[src/rtl/gate_truth_table_walker.sv]
// Walks every input pattern of an N_IN-input gate, holds each for HOLD
// settle cycles and captures the registered gate output into a truth table.
//
// Ports:
//   clk, rst_n   rising-edge clock, asynchronous active-low reset
//   start        begin a sweep (sampled only while idle)
//   op           gate select latched on accepted start:
//                0 NAND, 1 NOR, 2 AND, 3 OR, 4 XOR, 5 XNOR, 6/7 illegal
//   busy         high whenever a sweep is in progress (any non-idle state)
//   done         one-cycle completion pulse
//   err          latched op was illegal; held until the next accepted start
//   vec_a        pattern currently applied to the gate
//   gate_out     registered gate function of vec_a under the latched op
//   table_q      truth table, bit i = gate result for pattern i
//   table_valid  table_q complete; held until the next accepted start
module gate_truth_table_walker #(
    parameter int N_IN = 2,
    parameter int HOLD = 8
) (
    input  logic                  clk,
    input  logic                  rst_n,
    input  logic                  start,
    input  logic [2:0]            op,
    output logic                  busy,
    output logic                  done,
    output logic                  err,
    output logic [N_IN-1:0]       vec_a,
    output logic                  gate_out,
    output logic [(1<<N_IN)-1:0]  table_q,
    output logic                  table_valid
);

    localparam int TW = 1 << N_IN;
    localparam int CW = $clog2(HOLD) + 1;
    localparam logic [N_IN-1:0] LAST = N_IN'(TW - 1);

    typedef enum logic [2:0] {
        S_IDLE,
        S_APPLY,
        S_SETTLE,
        S_CAPTURE,
        S_DONE
    } state_t;

    state_t          state_q, state_d;
    logic [N_IN-1:0] idx_q, idx_d;
    logic [CW-1:0]   cnt_q, cnt_d;
    logic [2:0]      op_q, op_d;
    logic [N_IN-1:0] vec_q, vec_d;
    logic            gate_q, gate_d;
    logic [TW-1:0]   tab_q, tab_d;
    logic            valid_q, valid_d;
    logic            err_q, err_d;
    logic            op_legal;

    assign op_legal = (op <= 3'd5);

    // Gate model: reduction of the applied pattern; illegal selects read 0.
    always_comb begin
        gate_d = 1'b0;
        case (op_q)
            3'd0:    gate_d = ~&vec_q;
            3'd1:    gate_d = ~|vec_q;
            3'd2:    gate_d = &vec_q;
            3'd3:    gate_d = |vec_q;
            3'd4:    gate_d = ^vec_q;
            3'd5:    gate_d = ~^vec_q;
            default: gate_d = 1'b0;
        endcase
    end

    always_comb begin
        state_d = state_q;
        idx_d   = idx_q;
        cnt_d   = cnt_q;
        op_d    = op_q;
        vec_d   = vec_q;
        tab_d   = tab_q;
        valid_d = valid_q;
        err_d   = err_q;
        unique case (state_q)
            S_IDLE: begin
                if (start) begin
                    op_d    = op;
                    idx_d   = '0;
                    cnt_d   = '0;
                    tab_d   = '0;
                    valid_d = 1'b0;
                    err_d   = ~op_legal;
                    state_d = op_legal ? S_APPLY : S_DONE;
                end
            end
            S_APPLY: begin
                vec_d   = idx_q;
                cnt_d   = CW'(HOLD - 1);
                state_d = S_SETTLE;
            end
            S_SETTLE: begin
                if (cnt_q == '0) begin
                    state_d = S_CAPTURE;
                end else begin
                    cnt_d = cnt_q - CW'(1);
                end
            end
            S_CAPTURE: begin
                // gate_q already reflects vec_q: at least one settle cycle
                // separates the pattern update from this capture.
                tab_d[idx_q] = gate_q;
                if (idx_q == LAST) begin
                    state_d = S_DONE;
                end else begin
                    idx_d   = idx_q + N_IN'(1);
                    state_d = S_APPLY;
                end
            end
            S_DONE: begin
                valid_d = ~err_q;
                state_d = S_IDLE;
            end
            default: state_d = S_IDLE;
        endcase
    end

    always_ff @(posedge clk or negedge rst_n) begin
        if (!rst_n) begin
            state_q <= S_IDLE;
            idx_q   <= '0;
            cnt_q   <= '0;
            op_q    <= '0;
            vec_q   <= '0;
            gate_q  <= 1'b0;
            tab_q   <= '0;
            valid_q <= 1'b0;
            err_q   <= 1'b0;
        end else begin
            state_q <= state_d;
            idx_q   <= idx_d;
            cnt_q   <= cnt_d;
            op_q    <= op_d;
            vec_q   <= vec_d;
            gate_q  <= gate_d;
            tab_q   <= tab_d;
            valid_q <= valid_d;
            err_q   <= err_d;
        end
    end

    assign busy        = (state_q != S_IDLE);
    assign done        = (state_q == S_DONE);
    assign err         = err_q;
    assign vec_a       = vec_q;
    assign gate_out    = gate_q;
    assign table_q     = tab_q;
    assign table_valid = valid_q;

endmodule

[config.mk]
export PLATFORM = sky130hd
export DESIGN_NAME = gate_truth_table_walker
export DESIGN_NICKNAME = d
export VERILOG_FILES = /design/src/rtl/gate_truth_table_walker.sv
export SDC_FILE = /design/constraint.sdc
export NUM_CORES = 1
export LEC_CHECK = 0
export ABC_AREA = 1
export CAP_MARGIN = 20
export CELL_PAD_IN_SITES_DETAIL_PLACEMENT = 0
export CELL_PAD_IN_SITES_GLOBAL_PLACEMENT = 1
export CORE_AREA = 5 5 61 63
export DETAILED_ROUTE_END_ITERATION = 6
export DIE_AREA = 0 0 66 68
export HOLD_SLACK_MARGIN = 0.02
export PLACE_DENSITY_LB_ADDON = 0.08
export RECOVER_POWER = 100
export SYNTH_ARGS = -nofsm -noshare
export SYNTH_HDL_FRONTEND = slang
export SYNTH_SLANG_ARGS = --single-unit
[constraint.sdc]
create_clock -name clk -period 1.61 [get_ports clk]
set_input_delay 0.322 -clock clk [delete_from_list [all_inputs] [get_ports clk]]
set_output_delay 0.322 -clock clk [all_outputs]
set_load 0.05 [all_outputs]
==> results of run 1 <==
[synth_stat cells]
master / number
sky130_fd_sc_hd__inv_4: 1
sky130_fd_sc_hd__a21oi_1: 6
sky130_fd_sc_hd__nor2_1: 3
sky130_fd_sc_hd__nand3b_1: 1
sky130_fd_sc_hd__o21ai_1: 3
sky130_fd_sc_hd__dfrtp_1: 21
sky130_fd_sc_hd__nand2_2: 2
sky130_fd_sc_hd__or2_4: 1
sky130_fd_sc_hd__buf_6: 1
sky130_fd_sc_hd__o21ai_0: 8
sky130_fd_sc_hd__inv_1: 13
sky130_fd_sc_hd__nand2_4: 1
sky130_fd_sc_hd__nand3_1: 19
sky130_fd_sc_hd__nor2_2: 3
sky130_fd_sc_hd__or2_2: 2
sky130_fd_sc_hd__nand3_2: 2
sky130_fd_sc_hd__ha_1: 8
sky130_fd_sc_hd__xnor2_1: 2
sky130_fd_sc_hd__or2_0: 1
sky130_fd_sc_hd__nand2_1: 43
[critical path, delay by kind of cell, from the launching register on]
family	cells	cell delay, ns
flops	1	0.46
buf+inv	3	0.32
simple gates	1	0.10
[sequential cells by signal, summed over array words and instances (netlist names)]
| name | count |
|---|---|
| table_valid | 1 |
| vec_a | 2 |
| state_q | 3 |
| idx_q | 2 |
| gate_out | 1 |
| op_q | 3 |
| err | 1 |
| cnt_q | 4 |
| table_q | 4 |
[layout make-up]
class	count	area (um2)
tap	46	57.6
clock buffer	4	26.3
inverter	14	53.8
sequential	21	528
timing repair buffer	19	160
multi-input combinational	105	556
fill	344	1800
[power groups by stage]
| stage | Clock [mW] | Sequential (mW) | Combinational, mW |
|---|---|---|---|
| 2_1_floorplan | 0 | 1.12 | 0.905 |
| 3_3_place_gp | 0 | 0.935 | 1.64 |
| 3_5_place_dp | 0 | 0.938 | 1.67 |
| 4_1_cts | 0.276 | 0.919 | 1.70 |
| 5_1_grt | 0.293 | 0.932 | 1.70 |
| 6_report | 0.256 | 0.897 | 1.50 |
[routing by layer]
metal | share of wire | wire length [um]
met5 | 0 | 0
met4 | 0.0065 | 16
met3 | 0.024 | 59
met2 | 0.51 | 1260
met1 | 0.45 | 1110
[path summary, 6_finish.rpt]
| path | slack, ns | start | cells after the start | end |
|---|---|---|---|---|
| setup / recovery | 0.1 | state_q[1] | 4 | done |
| hold / removal | 0.49 | table_q[1] | 2 | table_q[1] |
| setup reg to reg | 0.16 | state_q[0] | 6 | table_q[3] |
| hold reg to reg | 0.49 | table_q[1] | 2 | table_q[1] |
| max in group asynchronous | 0.70 | rst_n | 2 | state_q[1] |
| min in group asynchronous | 0.50 | rst_n | 2 | table_q[0] |
[kinds of logic after synthesis]
group | after synthesis
AOI/OAI and AO/OA | 17
and+or+nand+nor | 78
adders and majority gates | 8
DFF | 21
buffers and inverters | 15
xor gates and xnor gates | 2
[what timing repair did]
item | CTS | global route
endpoints found under the setup margin | 1 | 2
cloned | 0 | 0
endpoints found under the hold margin | 0 | 0
resized for setup | 0 | 3
buffers inserted | 1 | 0
==> run summary, run 1 <==
Status = finished clean
Source-to-sink clock delay at the later pin of the worst-skew pair = 0.31 ns
Yosys top cell area share = 0.453
Type of the worst min-delay path = reg -> reg
Worst hold slack = 0.486 ns
Post-route clock skew = 0.00995 ns
Clock network fraction of total power = 0.097
Largest family of logic cells by synthesized area = simple AND/OR/NAND/NOR gates
Total clock sinks = 21
Clock-pin slew on the worst setup and hold paths = 0.12 ns
Post-CTS Hold Buffers = 0
Largest net degree at the start of global routing = 22
Number of routed nets with antenna violations = 0
Count of final max-slew check failures = 0
Sequence of cells on the critical path = inv_1 -> nand3_1 -> inv_1 -> buf_12
Effective utilization at floorplan = 0.365
Number of hold-slack violations in the final timing report = 0
Sequential-to-total area share from yosys stat = 0.453
Die Outline Area = 0.00449 mm2
Pwr/cell area = 1920 mW/mm2
Cell count after placement = 204
Slew @ Worst Pin = 0.542 ns
Remaining design rule violation count = 0
Vias post-DR = 953
RSZ-0062 raised after global routing = false
Xor/xnor share of the synthesized area = 0.0151
Chip width = 66 um
Nature of the critical path endpoint = output pin
Final wirelength = 2.45 mm
Area of placed instances = 0.00143 mm2
Simple-gate share of the synthesized area = 0.315
Total power = 2.65 mW
Count of port buffers added during placement = 16
Worst Slack Setup Final = 0.0966 ns
Post-Syn Nets = 155
Max cap viols = 0
Cell area after layout = 0.00138 mm2
Top cell by count, worst path = sky130_fd_sc_hd__inv_1
Number of endpoints failing setup at the final stage = 0
Buffer type at the clock tree root = sky130_fd_sc_hd__clkbuf_4
Final critical-path required period = 1.51 ns
Post-synth cell types = 20
Part of the total power dissipated in sequential elements = 0.339
Switching part of the total = 0.501
Number of CTS-inserted buffers = 3
Most common library cell in the layout ignoring fill and taps = sky130_fd_sc_hd__nand2_1
Complex-gate fraction of the synthesized area = 0.0734
Worst relative slew slack = 0.639
Synth area leaders = sky130_fd_sc_hd__dfrtp_1 45%, sky130_fd_sc_hd__nand2_1 14%, sky130_fd_sc_hd__ha_1 8.6%, sky130_fd_sc_hd__nand3_1 8.2%, sky130_fd_sc_hd__inv_1 4.2%
Worst slack, placed = 0.110 ns
CP peak stage delay = 0.46 ns
Cell accounting for the most synthesized area = sky130_fd_sc_hd__dfrtp_1
Setup tns final = 0 ns
Initial DRC Count = 32
Total core area = 0.00318 mm2
Met1 layer usage reported by global route = 0.155
Routed wire length per instance = 11.7 um
Kind of start point of the critical path = flip-flop
Maximum clock frequency = 661 MHz
Relative area change from synthesis to final layout = 19.1%
Tot GR Track Use = 0.127
Met2 global-route usage = 0.224
Yosys warning total = 0
Last weighted congestion value of the routability-driven placer = 0.761
Die Ht = 68 um
Worst path slowest cell = sky130_fd_sc_hd__dfrtp_2
Mean cell area of the mapped netlist = 8.23 um2
Global Route met3 Usage = 0.0213
Classification of the worst setup path = reg -> out
Leakage power figure = 0.719 nW
CTS tree = done
Number of I/O pins = 17
Multiplexer share of the synthesized area = 0
Max FO, Critical Path = 7
Required time worst endpoint = 1.29 ns
Peak VDD IR = 891 uV
Post-synthesis adder-cell area fraction = 0.0863
Cell internal pwr = 1.32 mW
Iteration count of the initial detailed-routing pass = 4
Fraction of final layout cells sized beyond drive strength 1 = 0.172
NumNets Final = 178
Number of rows created at floorplan = 21
Antenna Cells = 0
Number of global-route vias before repair = 967
Post-route insts no fill = 209
Most Crowded Layer GR = met2
Final cell utilization of the core = 0.434
Commonest cells after routing, fill and taps aside = 43 x sky130_fd_sc_hd__nand2_1, 21 x sky130_fd_sc_hd__nand3_1, 19 x sky130_fd_sc_hd__dfrtp_1
Overall overflow remaining after global route = 0
Post-synthesis instance area = 0.00116 mm2
Maximum clock insertion buffer count = 2
Initial antenna violation count = 0
Dpl hpwl = 1.90 mm
Global-route wire length before repair = 4.31 mm
Post-Syn Instances = 141
Fraction of the cycle the final worst path needs = 0.940
Logic gate share of total power = 0.565
Post-DR vias/cell = 4.56
WP data arrival = 1.19 ns
Total net switching power = 1.33 mW
Total number of H-tree levels = 1
Total of flip-flops plus latches after synthesis = 21
Power figures use the tool's default switching activity.
==> run 2, diff against run 1 <==
CORE_AREA = 5 5 64 66   (was 5 5 61 63)
DIE_AREA = 0 0 69 71   (was 0 0 66 68)
HOLD_SLACK_MARGIN = 0.12   (was 0.02)
clock period = 1.3 ns   (was 1.61 ns; I/O delays follow)
==> run 2 against run 1 <==
  * The flow now finishes with violations (setup timing)
  * Total power up 62%
  * Critical endpoint is now busy
  * Clock power is 26% higher
  * Design area grew 29%
  * Global-route usage shrank 1.2 points
  * Combinational power up 86%
  * Sequential power up 30%
  * Hold slack worse by 0.036 ns
  * Setup slack worse by 0.28 ns
  * Largest cell class unchanged
  * Routed wire length grew 6.0%
  * Die area rose by 9.2%
  * Core utilization is 6.9 points higher
==> run summary, run 2 (synthesized netlist as in run 1, its figures left out) <==
Final critical-path required period = 1.48 ns
Nature of the critical path endpoint = output pin
Vias post-DR = 1021
Total number of H-tree levels = 1
Number of rows created at floorplan = 22
Final wirelength = 2.60 mm
Cell area after layout = 0.00178 mm2
Relative area change from synthesis to final layout = 53.1%
Total core area = 0.00352 mm2
Fraction of the cycle the final worst path needs = 1.14
Kind of start point of the critical path = flip-flop
Number of hold-slack violations in the final timing report = 0
Post-route clock skew = 0.00187 ns
Setup tns final = -0.555 ns
Slew @ Worst Pin = 0.551 ns
Overall overflow remaining after global route = 0
Most common library cell in the layout ignoring fill and taps = sky130_fd_sc_hd__nand2_1
Multi-input logic area = 678 um2
Post-CTS Hold Buffers = 0
Number of endpoints failing setup at the final stage = 10
Fraction of final layout cells sized beyond drive strength 1 = 0.373
Peak VDD IR = 1540 uV
Initial antenna violation count = 0
Fill count = 384
Clock-pin slew on the worst setup and hold paths = 0.12 ns
Classification of the worst setup path = reg -> out
Worst Slack Setup Final = -0.183 ns
Max FO, Critical Path = 4
Cell count after placement = 212
Chip width = 69 um
Largest net degree at the start of global routing = 22
NumNets Final = 192
RSZ-0062 raised after global routing = true
Antenna Cells = 0
Leakage power figure = 0.851 nW
Required time worst endpoint = 1.04 ns
Die Outline Area = 0.00490 mm2
FF/Latch Area = 531 um2
WP data arrival = 1.22 ns
Routed wire length per instance = 11.5 um
Count of final max-slew check failures = 0
Worst slack, placed = -0.115 ns
Worst path slowest cell = sky130_fd_sc_hd__dfrtp_2
Initial DRC Count = 38
Status = finished with violations
Total power = 4.28 mW
Effective utilization at floorplan = 0.329
Maximum clock frequency = 674 MHz
Die Ht = 71 um
Pwr/cell area = 2410 mW/mm2
Dpl hpwl = 1.90 mm
Iteration count of the initial detailed-routing pass = 4
Post-DR vias/cell = 4.54
Maximum clock insertion buffer count = 2
Area of placed instances = 0.00155 mm2
Source-to-sink clock delay at the later pin of the worst-skew pair = 0.31 ns
Global-route wire length before repair = 4.60 mm
Number of I/O pins = 17
Total clock sinks = 21
Commonest cells after routing, fill and taps aside = 34 x sky130_fd_sc_hd__nand2_1, 17 x sky130_fd_sc_hd__nand3_1, 17 x sky130_fd_sc_hd__dfrtp_1
Number of global-route vias before repair = 974
Worst relative slew slack = 0.633
Last weighted congestion value of the routability-driven placer = 0.810
Count of port buffers added during placement = 16
Remaining design rule violation count = 0
CTS tree = done
Buffer type at the clock tree root = sky130_fd_sc_hd__clkbuf_4
CP peak stage delay = 0.47 ns
Number of routed nets with antenna violations = 0
Tot GR Track Use = 0.115
Sequence of cells on the critical path = nor2_4 -> nand2_4 -> buf_6 -> buf_12
Type of the worst min-delay path = in -> async
Post-route insts no fill = 225
Failing checks = setup timing
Max cap viols = 0
Number of CTS-inserted buffers = 3
[run 2: cell types whose count changed in the layout (fill, tap and decap cells not counted), sizes merged]
cell,delta
buf,+23
clkbuf,-9
clkinv,+1
clkinvlp,-1
dlymetal6s2s,-1
inv,+1
[run 2: final cells by class]
type                       count  share of cell area
timing repair buffer          33               0.239
sequential                    21               0.299
multi-input combinational    105               0.382
clock inverter                 1             0.00282
tap                           48              0.0338
clock buffer                   3              0.0127
inverter                      14              0.0310
[run 2: final timing paths]
path	from	to	slack, ns	depth (start not counted)
worst max register to register	state_q[2]	cnt_q[3]	-0.05	7
worst max-delay path	state_q[2]	busy	-0.18	4
worst min-delay path	rst_n	gate_out	0.45	2
max in group asynchronous	rst_n	state_q[1]	0.45	2
min in group clk	op[0]	op_q[0]	0.50	3
worst min register to register	op_q[2]	op_q[2]	0.51	2
[run 2: report_power, final]
| part | total, mW | switching, mW | internal, mW | leakage (nW) |
|---|---|---|---|---|
| clock network | 0.322 | 0.208 | 0.115 | 0.0177 |
| registers | 1.17 | 0.274 | 0.896 | 0.270 |
| logic | 2.79 | 1.49 | 1.30 | 0.564 |
| total | 4.28 | 1.97 | 2.31 | 0.851 |
[run 2: per-stage QoR]
stage                     utilization  hold WS, ns
after floorplan                     -      -0.0356
after global placement          0.440        0.492
after detailed placement        0.440        0.490
after CTS                       0.461        0.288
after global routing            0.504        0.496
final                           0.504        0.450
[run 2: critical path, delay by kind of cell, from the launching register on]
family / cells / cell delay [ns]
flops: 1 / 0.47
buf+inv: 2 / 0.24
simple gates: 2 / 0.19
[run 2: routing by layer]
metal | global-route usage | vias to the layer above | share of wire
li1 | - | 529 | -
met1 | 0.152 | 475 | 0.45
met2 | 0.185 | 13 | 0.51
met3 | 0.0256 | 4 | 0.027
met4 | 0.0434 | 0 | 0.011
met5 | 0 | - | 0
[run 2: what timing repair did]
action,in CTS,in global routing
cloned,0,1
pin swaps,2,11
resized for setup,9,21
endpoints found under the setup margin,4,21
buffers inserted,3,6
